### config.mk
export PLATFORM = sky130hd
export DESIGN_NAME = uart_tx_core
export DESIGN_NICKNAME = d
export VERILOG_FILES = /design/src/rtl/uart_tx_core.sv
export SDC_FILE = /design/constraint.sdc
export NUM_CORES = 1
export LEC_CHECK = 0
export CAP_MARGIN = 25
export CORE_ASPECT_RATIO = 0.5
export CORE_MARGIN = 8
export CORE_UTILIZATION = 55
export CTS_BUF_LIST = sky130_fd_sc_hd__clkbuf_16
export DETAILED_ROUTE_END_ITERATION = 16
export PLACE_DENSITY = 0.78
export SYNTH_ARGS = -nofsm -noshare
export SYNTH_HDL_FRONTEND = slang
export SYNTH_SLANG_ARGS = --single-unit
### constraint.sdc
create_clock -name clk -period 4.8 [get_ports clk]
set_input_delay 1.2 -clock clk [delete_from_list [all_inputs] [get_ports clk]]
set_output_delay 1.2 -clock clk [all_outputs]
set_load 0.05 [all_outputs]
### src/rtl/uart_tx_core.sv
// uart_tx_core: parametrised UART transmitter with its own baud divider and a
// one-word holding register so consecutive frames leave the pad with no idle gap.
module uart_tx_core #(
   parameter int DATA_BITS = 8,
   parameter int PARITY    = 0,
   parameter int STOP_BITS = 1,
   parameter int CLK_DIV   = 16
) (
   input  logic                 clk,
   input  logic                 rst,
   input  logic [DATA_BITS-1:0] din,
   input  logic                 din_valid,
   output logic                 din_ready,
   output logic                 txd,
   output logic                 busy,
   output logic                 tx_done
);
   localparam int BAUD_W = $clog2(CLK_DIV);
   localparam int BIT_W  = $clog2(DATA_BITS);
   localparam logic [BAUD_W-1:0] BAUD_LAST = BAUD_W'(CLK_DIV - 1);
   localparam logic [BAUD_W-1:0] BAUD_PRE  = BAUD_W'(CLK_DIV - 2);
   localparam logic [BIT_W-1:0]  BIT_LAST  = BIT_W'(DATA_BITS - 1);
   localparam logic              STOP_LAST = 1'(STOP_BITS - 1);
   localparam logic              ODD_PAR   = (PARITY == 2);

   if (DATA_BITS < 5 || DATA_BITS > 9) begin : g_bad_data_bits
      $error("uart_tx_core: DATA_BITS must be 5..9");
   end
   if (PARITY < 0 || PARITY > 2) begin : g_bad_parity
      $error("uart_tx_core: PARITY must be 0, 1 or 2");
   end
   if (STOP_BITS < 1 || STOP_BITS > 2) begin : g_bad_stop_bits
      $error("uart_tx_core: STOP_BITS must be 1 or 2");
   end
   if (CLK_DIV < 2) begin : g_bad_clk_div
      $error("uart_tx_core: CLK_DIV must be >= 2");
   end

   typedef enum logic [2:0] {S_IDLE, S_START, S_DATA, S_PARITY, S_STOP} state_t;

   state_t               state;
   logic [DATA_BITS-1:0] thr;
   logic                 thr_full;
   logic [DATA_BITS-1:0] tsr;
   logic                 parity_bit;
   logic [BAUD_W-1:0]    baud_cnt;
   logic [BIT_W-1:0]     bit_cnt;
   logic                 stop_cnt;
   logic                 tick;

   assign tick      = (baud_cnt == BAUD_LAST);
   assign din_ready = !thr_full;

   // tx_done is raised one edge early so it is high during the final stop-bit clock.
   always_ff @(posedge clk or negedge rst) begin
      if (!rst) begin
         state      <= S_IDLE;
         txd        <= 1'b1;
         busy       <= 1'b0;
         tx_done    <= 1'b0;
         thr        <= '0;
         thr_full   <= 1'b0;
         tsr        <= '0;
         parity_bit <= 1'b0;
         baud_cnt   <= '0;
         bit_cnt    <= '0;
         stop_cnt   <= 1'b0;
      end else begin
         tx_done <= (state == S_STOP) && (stop_cnt == STOP_LAST) && (baud_cnt == BAUD_PRE);
         if (din_valid && !thr_full) begin
            thr      <= din;
            thr_full <= 1'b1;
         end
         if (state != S_IDLE) begin
            baud_cnt <= tick ? '0 : baud_cnt + 1'b1;
         end
         case (state)
            S_IDLE: begin
               if (thr_full) begin
                  tsr        <= thr;
                  parity_bit <= (^thr) ^ ODD_PAR;
                  thr_full   <= 1'b0;
                  baud_cnt   <= '0;
                  state      <= S_START;
                  txd        <= 1'b0;
                  busy       <= 1'b1;
               end
            end
            S_START: begin
               if (tick) begin
                  state   <= S_DATA;
                  txd     <= tsr[0];
                  tsr     <= tsr >> 1;
                  bit_cnt <= '0;
               end
            end
            S_DATA: begin
               if (tick) begin
                  if (bit_cnt == BIT_LAST) begin
                     if (PARITY != 0) begin
                        state <= S_PARITY;
                        txd   <= parity_bit;
                     end else begin
                        state    <= S_STOP;
                        txd      <= 1'b1;
                        stop_cnt <= 1'b0;
                     end
                  end else begin
                     txd     <= tsr[0];
                     tsr     <= tsr >> 1;
                     bit_cnt <= bit_cnt + 1'b1;
                  end
               end
            end
            S_PARITY: begin
               if (tick) begin
                  state    <= S_STOP;
                  txd      <= 1'b1;
                  stop_cnt <= 1'b0;
               end
            end
            S_STOP: begin
               if (tick) begin
                  if (stop_cnt == STOP_LAST) begin
                     if (thr_full) begin
                        tsr        <= thr;
                        parity_bit <= (^thr) ^ ODD_PAR;
                        thr_full   <= 1'b0;
                        baud_cnt   <= '0;
                        state      <= S_START;
                        txd        <= 1'b0;
                     end else begin
                        state <= S_IDLE;
                        busy  <= 1'b0;
                     end
                  end else begin
                     stop_cnt <= stop_cnt + 1'b1;
                  end
               end
            end
            default: state <= S_IDLE;
         endcase
      end
   end
endmodule

Word-level counts from Yosys, hierarchy flattened
Cells that the tools add are included.
{"block": "totals", "ff_bits": 31, "out_inout_bits": 4, "inputBits": 11, "wordCells": 97}
{"block": "op_classes", "n_reduce_logical": 17, "mux": 50, "n_eq_ne": 16, "bitwise": 1, "addsub": 3}
{"cell": "8-bit 2-to-1 mux", "count": 6}
{"cell": "8-bit case mux with 4 select lines", "count": 1}
{"cell": "3-bit 2-to-1 mux", "count": 10}
{"cell": "1-bit 2-to-1 mux", "count": 21}
{"cell": "4-bit 2-to-1 mux", "count": 5}
{"cell": "2-bit != test (second input constant)", "count": 9}
{"cell": "3-bit case mux with 5 select lines", "count": 1}
{"cell": "6-bit AND reduction", "count": 2}
{"cell": "5-bit AND reduction", "count": 2}
{"cell": "4-bit == test (second input constant)", "count": 2}
{"cell": "4-bit case mux with 2 select lines", "count": 1}
{"cell": "7-bit AND reduction", "count": 1}
{"cell": "3-bit by 2-bit == test with 1-bit output (second input constant)", "count": 2}
{"cell": "3-bit == test (second input constant)", "count": 2}
{"cell": "3-bit case mux with 2 select lines", "count": 1}
{"cell": "3-bit nonzero test", "count": 2}
{"cell": "1-bit case mux with 5 select lines", "count": 1}
{"cell": "5-bit nonzero test", "count": 1}
{"cell": "4-bit by 1-bit adder with 4-bit output (second input constant)", "count": 1}
{"cell": "1-bit case mux with 2 select lines", "count": 2}
{"cell": "4-bit AND reduction", "count": 1}
{"cell": "2-bit nonzero test", "count": 2}
{"cell": "4-bit nonzero test", "count": 1}
{"cell": "3-bit by 1-bit adder with 3-bit output (second input constant)", "count": 1}
{"cell": "other kinds (7)", "count": 9}

Longest topological paths before layout
Gate-level depths: netlist of run 1.
{"block": "depth", "word_depth": 7, "ltp_mapped": 6, "mapped_depth_nobuf": 5}

Worst setup path after synthesis of run 1
No wires, ideal clock.
{"block": "synth_timing", "kind": "input to register", "start": "in din_valid", "end": "reg thr[0]", "path_slack_ps": 2733, "arrival_time_ps": 1942, "path_stages": 3, "path_cell_list": "nor2b_1 clkbuf_1 mux2_2"}
{"block": "synth_via", "elab_chain_cells": 1}
{"item": "from (decl)", "line": "12", "text": "input logic din_valid,"}
{"item": "1-bit logical AND", "line": "70", "text": "if (din_valid && !thr_full) begin"}
{"item": "to (signal assigned)", "line": "71", "text": "thr <= din;"}
{"item": "to (decl)", "line": "42", "text": "logic [DATA_BITS-1:0] thr;"}
Every way passes these cells.
A chain may end at the register's enable or synchronous reset.

Final worst setup path of run 1
{"block": "layout_timing", "start": "reg thr_full", "end": "out din_ready"}
{"block": "layout_via", "elab_chain_cells": 1}
{"item": "from (decl)", "line": "43", "text": "logic thr_full;"}
{"item": "from (signal assigned)", "line": "62", "text": "thr_full <= 1'b0;"}
{"item": "from (signal assigned)", "line": "72", "text": "thr_full <= 1'b1;"}
{"item": "from (signal assigned)", "line": "82", "text": "thr_full <= 1'b0;"}
{"item": "1-bit zero test", "line": "52", "text": "assign din_ready = !thr_full;"}
{"item": "to (decl)", "line": "13", "text": "output logic din_ready,"}
Every way passes these cells.

==> impl_summary.log, run 1 <==
INFO  metric die_y = 53.1 um
INFO  metric worstPathArrival = 1.69 ns
INFO  metric drt.antenna.violating_nets = 0
INFO  metric max_freq = 346 MHz
INFO  metric synth.mux.area_fraction = 0.164
INFO  metric yosys.area_share.xor_xnor = 0.00579
INFO  metric drt_first_iter_violations = 96
INFO  metric netlist_top_cells_area = sky130_fd_sc_hd__dfrtp_1, sky130_fd_sc_hd__mux2_2, sky130_fd_sc_hd__o21ai_0
INFO  metric die_x = 90.2 um
INFO  metric hold_fails_final_rpt = 0
INFO  metric nNetsFinal = 167
INFO  metric synthesis.instances = 137
INFO  metric grt_max_degree = 31
INFO  metric clock_h_tree_levels = 2
INFO  metric synth_top_family_by_area = multiplexers
INFO  metric maximum_ir_drop_on_the_vdd_rail = 415 uV
INFO  metric route.detailed.vias_per_inst = 5.68
INFO  metric post-place-cells = 182
INFO  metric synth_seq_cells = 30
INFO  metric clock_path_buffers = 2
INFO  metric detail_route.first_pass.iterations = 4
INFO  metric synth-main-ff-cell = sky130_fd_sc_hd__dfrtp_1
INFO  metric synthAdderAreaFrac = 0.0331
INFO  metric synth.largest_area_cell = sky130_fd_sc_hd__dfrtp_1
INFO  metric routabilityCongestion = 0.766
INFO  metric grt_setup_unrepaired = false
INFO  metric synth_simple_gate_area_frac = 0.112
INFO  metric period_needed = 2.89 ns
INFO  metric grt.total_usage = 0.141
INFO  metric yosysSeqAreaShare = 0.497
INFO  metric gr-total-overflow = 0
INFO  metric clk_network_pwr_share = 0.244
INFO  metric cts_tree = built
INFO  metric clkTransAtPathRegs = 0.05 ns
INFO  metric post-cts-setup-buffer-count = 0
INFO  metric endpoint_kind = primary output
INFO  metric nFillCells = 199
INFO  metric layout_commonest_cell = sky130_fd_sc_hd__dfrtp_1
INFO  metric worst_ep_required_time = 3.60 ns
INFO  metric finalCoreUtilization = 0.700
INFO  metric placed_area = 1680 um^2
INFO  metric layout-drive-gt1-share = 0.216
INFO  metric clock_sinks = 30
INFO  metric fin_clk_skew = 0.00484 ns
INFO  metric io_buffer_count = 14
INFO  metric total_leakage_power = 0.000763 uW
INFO  metric comb_power_frac = 0.379
INFO  metric detailed_place_hpwl = 1.98 mm
INFO  metric globalRoute.busiestLayer = met2
INFO  metric setup_viol_count_final = 0
INFO  metric yosysUniqueCellTypes = 35
INFO  metric cts-resized-gates = 0
INFO  metric status = finished, final reports clean
INFO  metric preCtsSetupSlack = 1.99 ns
INFO  metric synth_top_cell_area_share = 0.479
INFO  metric post-route-drc-count = 0
INFO  metric timing.critical_path.fanout_max = 8
INFO  metric cts_made_buffers = 5
INFO  metric met3_usage = 0.0549
INFO  metric tightestPinTransition = 0.716 ns
INFO  metric rows = 13
INFO  metric finalNonFillerCells = 190
INFO  metric most-common-layout-cells = sky130_fd_sc_hd__dfrtp_1, sky130_fd_sc_hd__mux2_2, sky130_fd_sc_hd__o21ai_0
INFO  metric sw_frac_of_total = 0.347
INFO  metric ios = 15
INFO  metric postLayoutCellArea = 1820 um^2
INFO  metric timing_worst_setup_path_type = reg -> out
INFO  metric slew_headroom = 0.521
INFO  metric holdBufCountCts = 0
INFO  metric start_util = 0.582
INFO  metric max_cap_viols = 0
INFO  metric async_reset_ff_frac = 1.00
INFO  metric grt.met2_usage = 0.225
INFO  metric layout-area-overhead-vs-synth = 20.2%
INFO  metric grt_util_met1 = 0.164
INFO  metric synth-warning-count = 0
INFO  metric intPower = 789 uW
INFO  metric wire_length_of_the_first_global_routing_pass = 5.17 mm
INFO  metric totalNegativeSetupSlack = 0 ns
INFO  metric vias_in_the_first_global_route = 1095
INFO  metric power_switching = 418 uW
INFO  metric die_area = 4790 um^2
INFO  metric finalCritPeriodShare = 0.602
INFO  metric antenna_cells = 0
INFO  metric post_drt_wl_per_cell = 15.5 um
INFO  metric syn-mean-instance-area = 11.1 um^2
INFO  metric min-delay-path-class = reg -> reg
INFO  metric synth_compound_area_frac = 0.155
INFO  metric netlist_area = 1510 um^2
INFO  metric finalMaxSlewViolations = 0
INFO  metric detail_route.wirelength = 2.95 mm
INFO  metric synth-edff-count = 0
INFO  metric synth.net_count = 152
INFO  metric power.density_cell_area = 663 nW/um^2
INFO  metric coreArea = 2600 um^2
INFO  metric worst_skew_pair.late_latency = 0.28 ns
INFO  metric root_buffer = sky130_fd_sc_hd__clkbuf_16
INFO  metric final_critical_path_setup_slack = 1.91 ns
INFO  metric number_of_vias_in_the_routed_layout = 1079
INFO  metric start_kind = flop
INFO  metric grt_antenna_before_repair = 0
INFO  metric sequential_cell_fraction_of_total_power = 0.378
==> logic make-up (layout without fill, tap and decap cells) <==
kind of cell             count (synthesis)  after routing
XOR/XNOR                                 1              1
buffers and inverters                   13             29
AND/OR/NAND/NOR                         33             33
flip-flops                              30             30
multiplexers                            22             22
AO/OA/AOI/OAI                           34             34
adder cells (fa/ha/maj)                  4              4
==> registers in the layout, indices dropped and copies added, names as in the netlist <==
register  flops
bit_cnt       3
tx_done       1
thr_full      1
thr           8
state         3
busy          1
tsr           8
baud_cnt      4
txd           1
==> stage by stage <==
step	total power [uW]	hold WS [ns]
finish	1210	0.492
global route	1290	0.514
CTS	1210	0.492
detailed placement	909	0.471
global placement	888	0.472
floorplan	803	0.452
==> per-layer routing <==
layer / share of wire / wire length, um
met1: 0.47 / 1380
met4: 0.019 / 57
met3: 0.040 / 118
met5: 0 / 0
met2: 0.47 / 1400
==> path summary, 6_finish.rpt <==
check,slack [ns],cells after the start,endpoint,startpoint
min reg2reg,0.49,1,tsr[1],tsr[1]
max reg2reg,2.61,5,tsr[3],baud_cnt[0]
max,1.91,2,din_ready,thr_full
min,0.49,1,tsr[1],tsr[1]
max in group asynchronous,3.18,2,txd,rst
min in group asynchronous,1.31,2,thr[4],rst
==> power groups by stage <==
| stage | sequential [uW] | clock, uW | combinational [uW] |
|---|---|---|---|
| final | 456 | 294 | 457 |
| after global routing | 473 | 311 | 503 |
| after CTS | 454 | 298 | 462 |
| after detailed placement | 456 | 0 | 453 |
| after global placement | 450 | 0 | 438 |
| after floorplan | 437 | 0 | 365 |
==> area by class of cell <==
cell class / instances / area, um^2 / share of cell area
Clock buffer: 5 / 125 / 0.0687
Clock inverter: 3 / 16.3 / 0.00893
Inverter: 6 / 22.5 / 0.0124
Multi-Input combinational cell: 94 / 711 / 0.390
Sequential cell: 30 / 752 / 0.413
Tap cell: 37 / 46.3 / 0.0254
Timing Repair Buffer: 15 / 148 / 0.0811
==> synth_stat cells (all sizes together) (2+ instances only) <==
library cell,count
nor3,4
nand2,10
ha,4
and3,2
nor2b,3
buf,2
o21ai,15
clkbuf,5
nor2,7
dfrtp,29
inv,6
a21oi,6
nand3,2
a22o,2
or3,3
mux2,22
==> critical path, stage by stage, from the launching register on <==
cell and delay [ns]:
sky130_fd_sc_hd__dfrtp_1 0.45, sky130_fd_sc_hd__inv_1 0.14, sky130_fd_sc_hd__clkdlybuf4s50_1 0.82
Note: power is estimated with default switching activity, not from simulation.
==> inputs of run 2 (changes only) <==
--- a/config.mk
+++ b/config.mk
@@ -8,10 +8,10 @@
 export CAP_MARGIN = 25
 export CORE_ASPECT_RATIO = 0.5
 export CORE_MARGIN = 8
-export CORE_UTILIZATION = 55
+export CORE_UTILIZATION = 50
 export CTS_BUF_LIST = sky130_fd_sc_hd__clkbuf_16
 export DETAILED_ROUTE_END_ITERATION = 16
-export PLACE_DENSITY = 0.78
+export PLACE_DENSITY = 0.75
 export SYNTH_ARGS = -nofsm -noshare
 export SYNTH_HDL_FRONTEND = slang
 export SYNTH_SLANG_ARGS = --single-unit
==> constraint.sdc (replaced) <==
create_clock -name clk -period 2.4 [get_ports clk]
set_input_delay 0.6 -clock clk [delete_from_list [all_inputs] [get_ports clk]]
set_output_delay 0.6 -clock clk [all_outputs]
set_load 0.05 [all_outputs]
==> run 2 against run 1 <==
Clock power up 130%. First-iteration DRC count is 53% lower. Combinational power is 100% higher. Design area is 2.8% higher. Largest cell class unchanged. Die area grew 7.6%. Sequential power rose by 99%. Via count grew 1.8%.
==> impl_summary.log, run 2 (synthesis results as in run 1) <==
INFO  metric totalNegativeSetupSlack = 0 ns (unchanged)
INFO  metric cts_tree = built
INFO  metric path_delay_family = buffers and inverters
INFO  metric clock_sinks = 30 (unchanged)
INFO  metric intPower = 1690 uW (+110%)
INFO  metric critical_path.n_buffers_inverters = 2 (unchanged)
INFO  metric maximum_ir_drop_on_the_vdd_rail = 747 uV (+80%)
INFO  metric clock_path_buffers = 2 (unchanged)
INFO  metric slew_headroom = 0.657 (+0.136)
INFO  metric drt_first_iter_violations = 45 (-53%)
INFO  metric grt_setup_unrepaired = false
INFO  metric grt_antenna_before_repair = 0 (unchanged)
INFO  metric layout-area-overhead-vs-synth = 23.6%
INFO  metric rows = 14 (+1)
INFO  metric worst_skew_pair.late_latency = 0.27 ns (about the same)
INFO  metric start_util = 0.514 (-0.0673)
INFO  metric finalCritPeriodShare = 0.943
INFO  metric grt_max_degree = 31 (unchanged)
INFO  metric preCtsSetupSlack = 0.382 ns (-1.61 ns)
INFO  metric layout_top_registers = thr x8, tsr x8, baud_cnt x4
INFO  metric max_freq = 442 MHz
INFO  metric fin_clk_skew = 0.00202 ns (-0.00282 ns)
INFO  metric clk_network_pwr_share = 0.272 (+0.028)
INFO  metric layout_commonest_cell = sky130_fd_sc_hd__dfrtp_1
INFO  metric wire_length_of_the_first_global_routing_pass = 5.19 mm (+0.39%)
INFO  metric start_kind = flop
INFO  metric holdBufCountCts = 0 (unchanged)
INFO  metric grt.total_usage = 0.133 (-0.00709)
INFO  metric tightestPinTransition = 0.513 ns (-0.203 ns)
INFO  metric timing_worst_setup_path_type = reg -> out
INFO  metric period_needed = 2.26 ns
INFO  metric antenna_cells = 0 (unchanged)
INFO  metric min-delay-path-class = reg -> reg
INFO  metric cts_made_buffers = 5 (unchanged)
INFO  metric worstPathArrival = 1.66 ns (-0.03 ns)
INFO  metric nNetsFinal = 171 (+2.4%)
INFO  metric area_of_combinational_cells_with_multiple_inputs = 711 um^2 (unchanged)
INFO  metric nFillCells = 224 (+13%)
INFO  metric cts-resized-gates = 0 (unchanged)
INFO  metric die_y = 54.9 um (+3.4%)
INFO  metric post_drt_wl_per_cell = 15.3 um (-1.7%)
INFO  metric setup_viol_count_final = 0 (unchanged)
INFO  metric detailed_place_hpwl = 1.94 mm (-2.2%)
INFO  metric power.density_cell_area = 1340 nW/um^2 (+100%)
INFO  metric max_cap_viols = 0 (unchanged)
INFO  metric clkTransAtPathRegs = 0.05 ns (about the same)
INFO  metric finalMaxSlewViolations = 0 (unchanged)
INFO  metric root_buffer = sky130_fd_sc_hd__clkbuf_16
INFO  metric die_area = 5150 um^2 (+7.6%)
INFO  metric crit_chain = inv_1, clkdlybuf4s50_1
INFO  metric layout-drive-gt1-share = 0.231 (+0.0151)
INFO  metric routabilityCongestion = 0.833 (+8.7%)
INFO  metric detail_route.first_pass.iterations = 4 (unchanged)
INFO  metric coreArea = 2940 um^2 (+13%)
INFO  metric post-cts-setup-buffer-count = 0 (unchanged)
INFO  metric power_switching = 819 uW (+96%)
INFO  metric seq_area = 752 um^2 (unchanged)
INFO  metric sequential_cell_fraction_of_total_power = 0.361 (-0.017)
INFO  metric most-common-layout-cells = sky130_fd_sc_hd__dfrtp_1, sky130_fd_sc_hd__mux2_2, sky130_fd_sc_hd__o21ai_0
INFO  metric vias_in_the_first_global_route = 1104 (+0.82%)
INFO  metric status = finished, final reports clean
INFO  metric io_buffer_count = 14 (unchanged)
INFO  metric hold_fails_final_rpt = 0 (unchanged)
INFO  metric final_critical_path_setup_slack = 0.138 ns (-1.77 ns)
INFO  metric total_leakage_power = 0.000794 uW (+4.0%)
INFO  metric clock_h_tree_levels = 2 (unchanged)
INFO  metric comb_power_frac = 0.367 (-0.012)
INFO  metric ios = 15 (unchanged)
INFO  metric detail_route.wirelength = 3.00 mm (+1.5%)
INFO  metric post-route-drc-count = 0 (unchanged)
INFO  metric number_of_vias_in_the_routed_layout = 1098 (+1.8%)
INFO  metric critPathMaxStageDelay = 0.81 ns (about the same)
INFO  metric drt.antenna.violating_nets = 0 (unchanged)
INFO  metric cpMaxStageDelayCell = sky130_fd_sc_hd__clkdlybuf4s50_1
INFO  metric timing.critical_path.fanout_max = 8 (unchanged)
INFO  metric worst_ep_required_time = 1.80 ns (-1.80 ns)
INFO  metric finalCoreUtilization = 0.636 (-0.0635)
INFO  metric route.detailed.vias_per_inst = 5.60 (-1.4%)
INFO  metric endpoint_kind = primary output
INFO  metric gr-total-overflow = 0 (unchanged)
INFO  metric sw_frac_of_total = 0.326 (-0.0205)
INFO  metric die_x = 93.8 um (+4.0%)
-- run 2: final timing paths --
path	slack, ns	startpoint	depth (start not counted)	to
min	0.50	tsr[6]	1	tsr[6]
min in group asynchronous	0.71	rst	2	thr[5]
max in group asynchronous	1.37	rst	2	txd
max	0.14	thr_full	2	din_ready
max reg2reg	0.35	state[0]	4	tsr[3]
min reg2reg	0.50	tsr[6]	1	tsr[6]
-- run 2: final cells by class --
| type | count | share of cell area |
|---|---|---|
| flip-flops and latches | 30 | 0.402 |
| multi-input cells | 94 | 0.380 |
| repair buffers | 19 | 0.0949 |
| clock buffers | 5 | 0.0668 |
| well taps | 40 | 0.0267 |
| clock inverters | 2 | 0.0180 |
| inverters | 6 | 0.0120 |
-- run 2: power groups by stage --
stage                     clock, uW  sequential [uW]  combinational (uW)
after global placement            0              900                 890
after floorplan                   0              875                 730
after CTS                       695              908                 937
after global routing            724              944                1020
final                           682              907                 923
after detailed placement          0              909                 916
-- run 2: worst register-to-register path, stage by stage, from the launching register on --
cell and delay [ns]:
sky130_fd_sc_hd__dfrtp_1 0.52, sky130_fd_sc_hd__xnor2_1 0.33, sky130_fd_sc_hd__nor2_2 0.18, sky130_fd_sc_hd__a221oi_4 0.52, sky130_fd_sc_hd__mux2_2 0.39
-- run 2: metrics by stage --
stage               total power (uW)  cells  hold slack (ns)  cell area [um^2]
floorplan                       1610    137            0.304              1510
global placement                1790    189            0.464              1710
detailed placement              1830    189            0.471              1710
CTS                             2540    196            0.487              1870
global route                    2680    196            0.513              1870
finish                          2510    196            0.499              1870
-- run 2: routing by layer --
metal	GRT usage	part of all wire	vias up
met5	0	0	-
met1	0.155	0.49	545
li1	-	-	535
met2	0.230	0.47	13
met4	0.0701	0.018	0
met3	0.0363	0.025	5
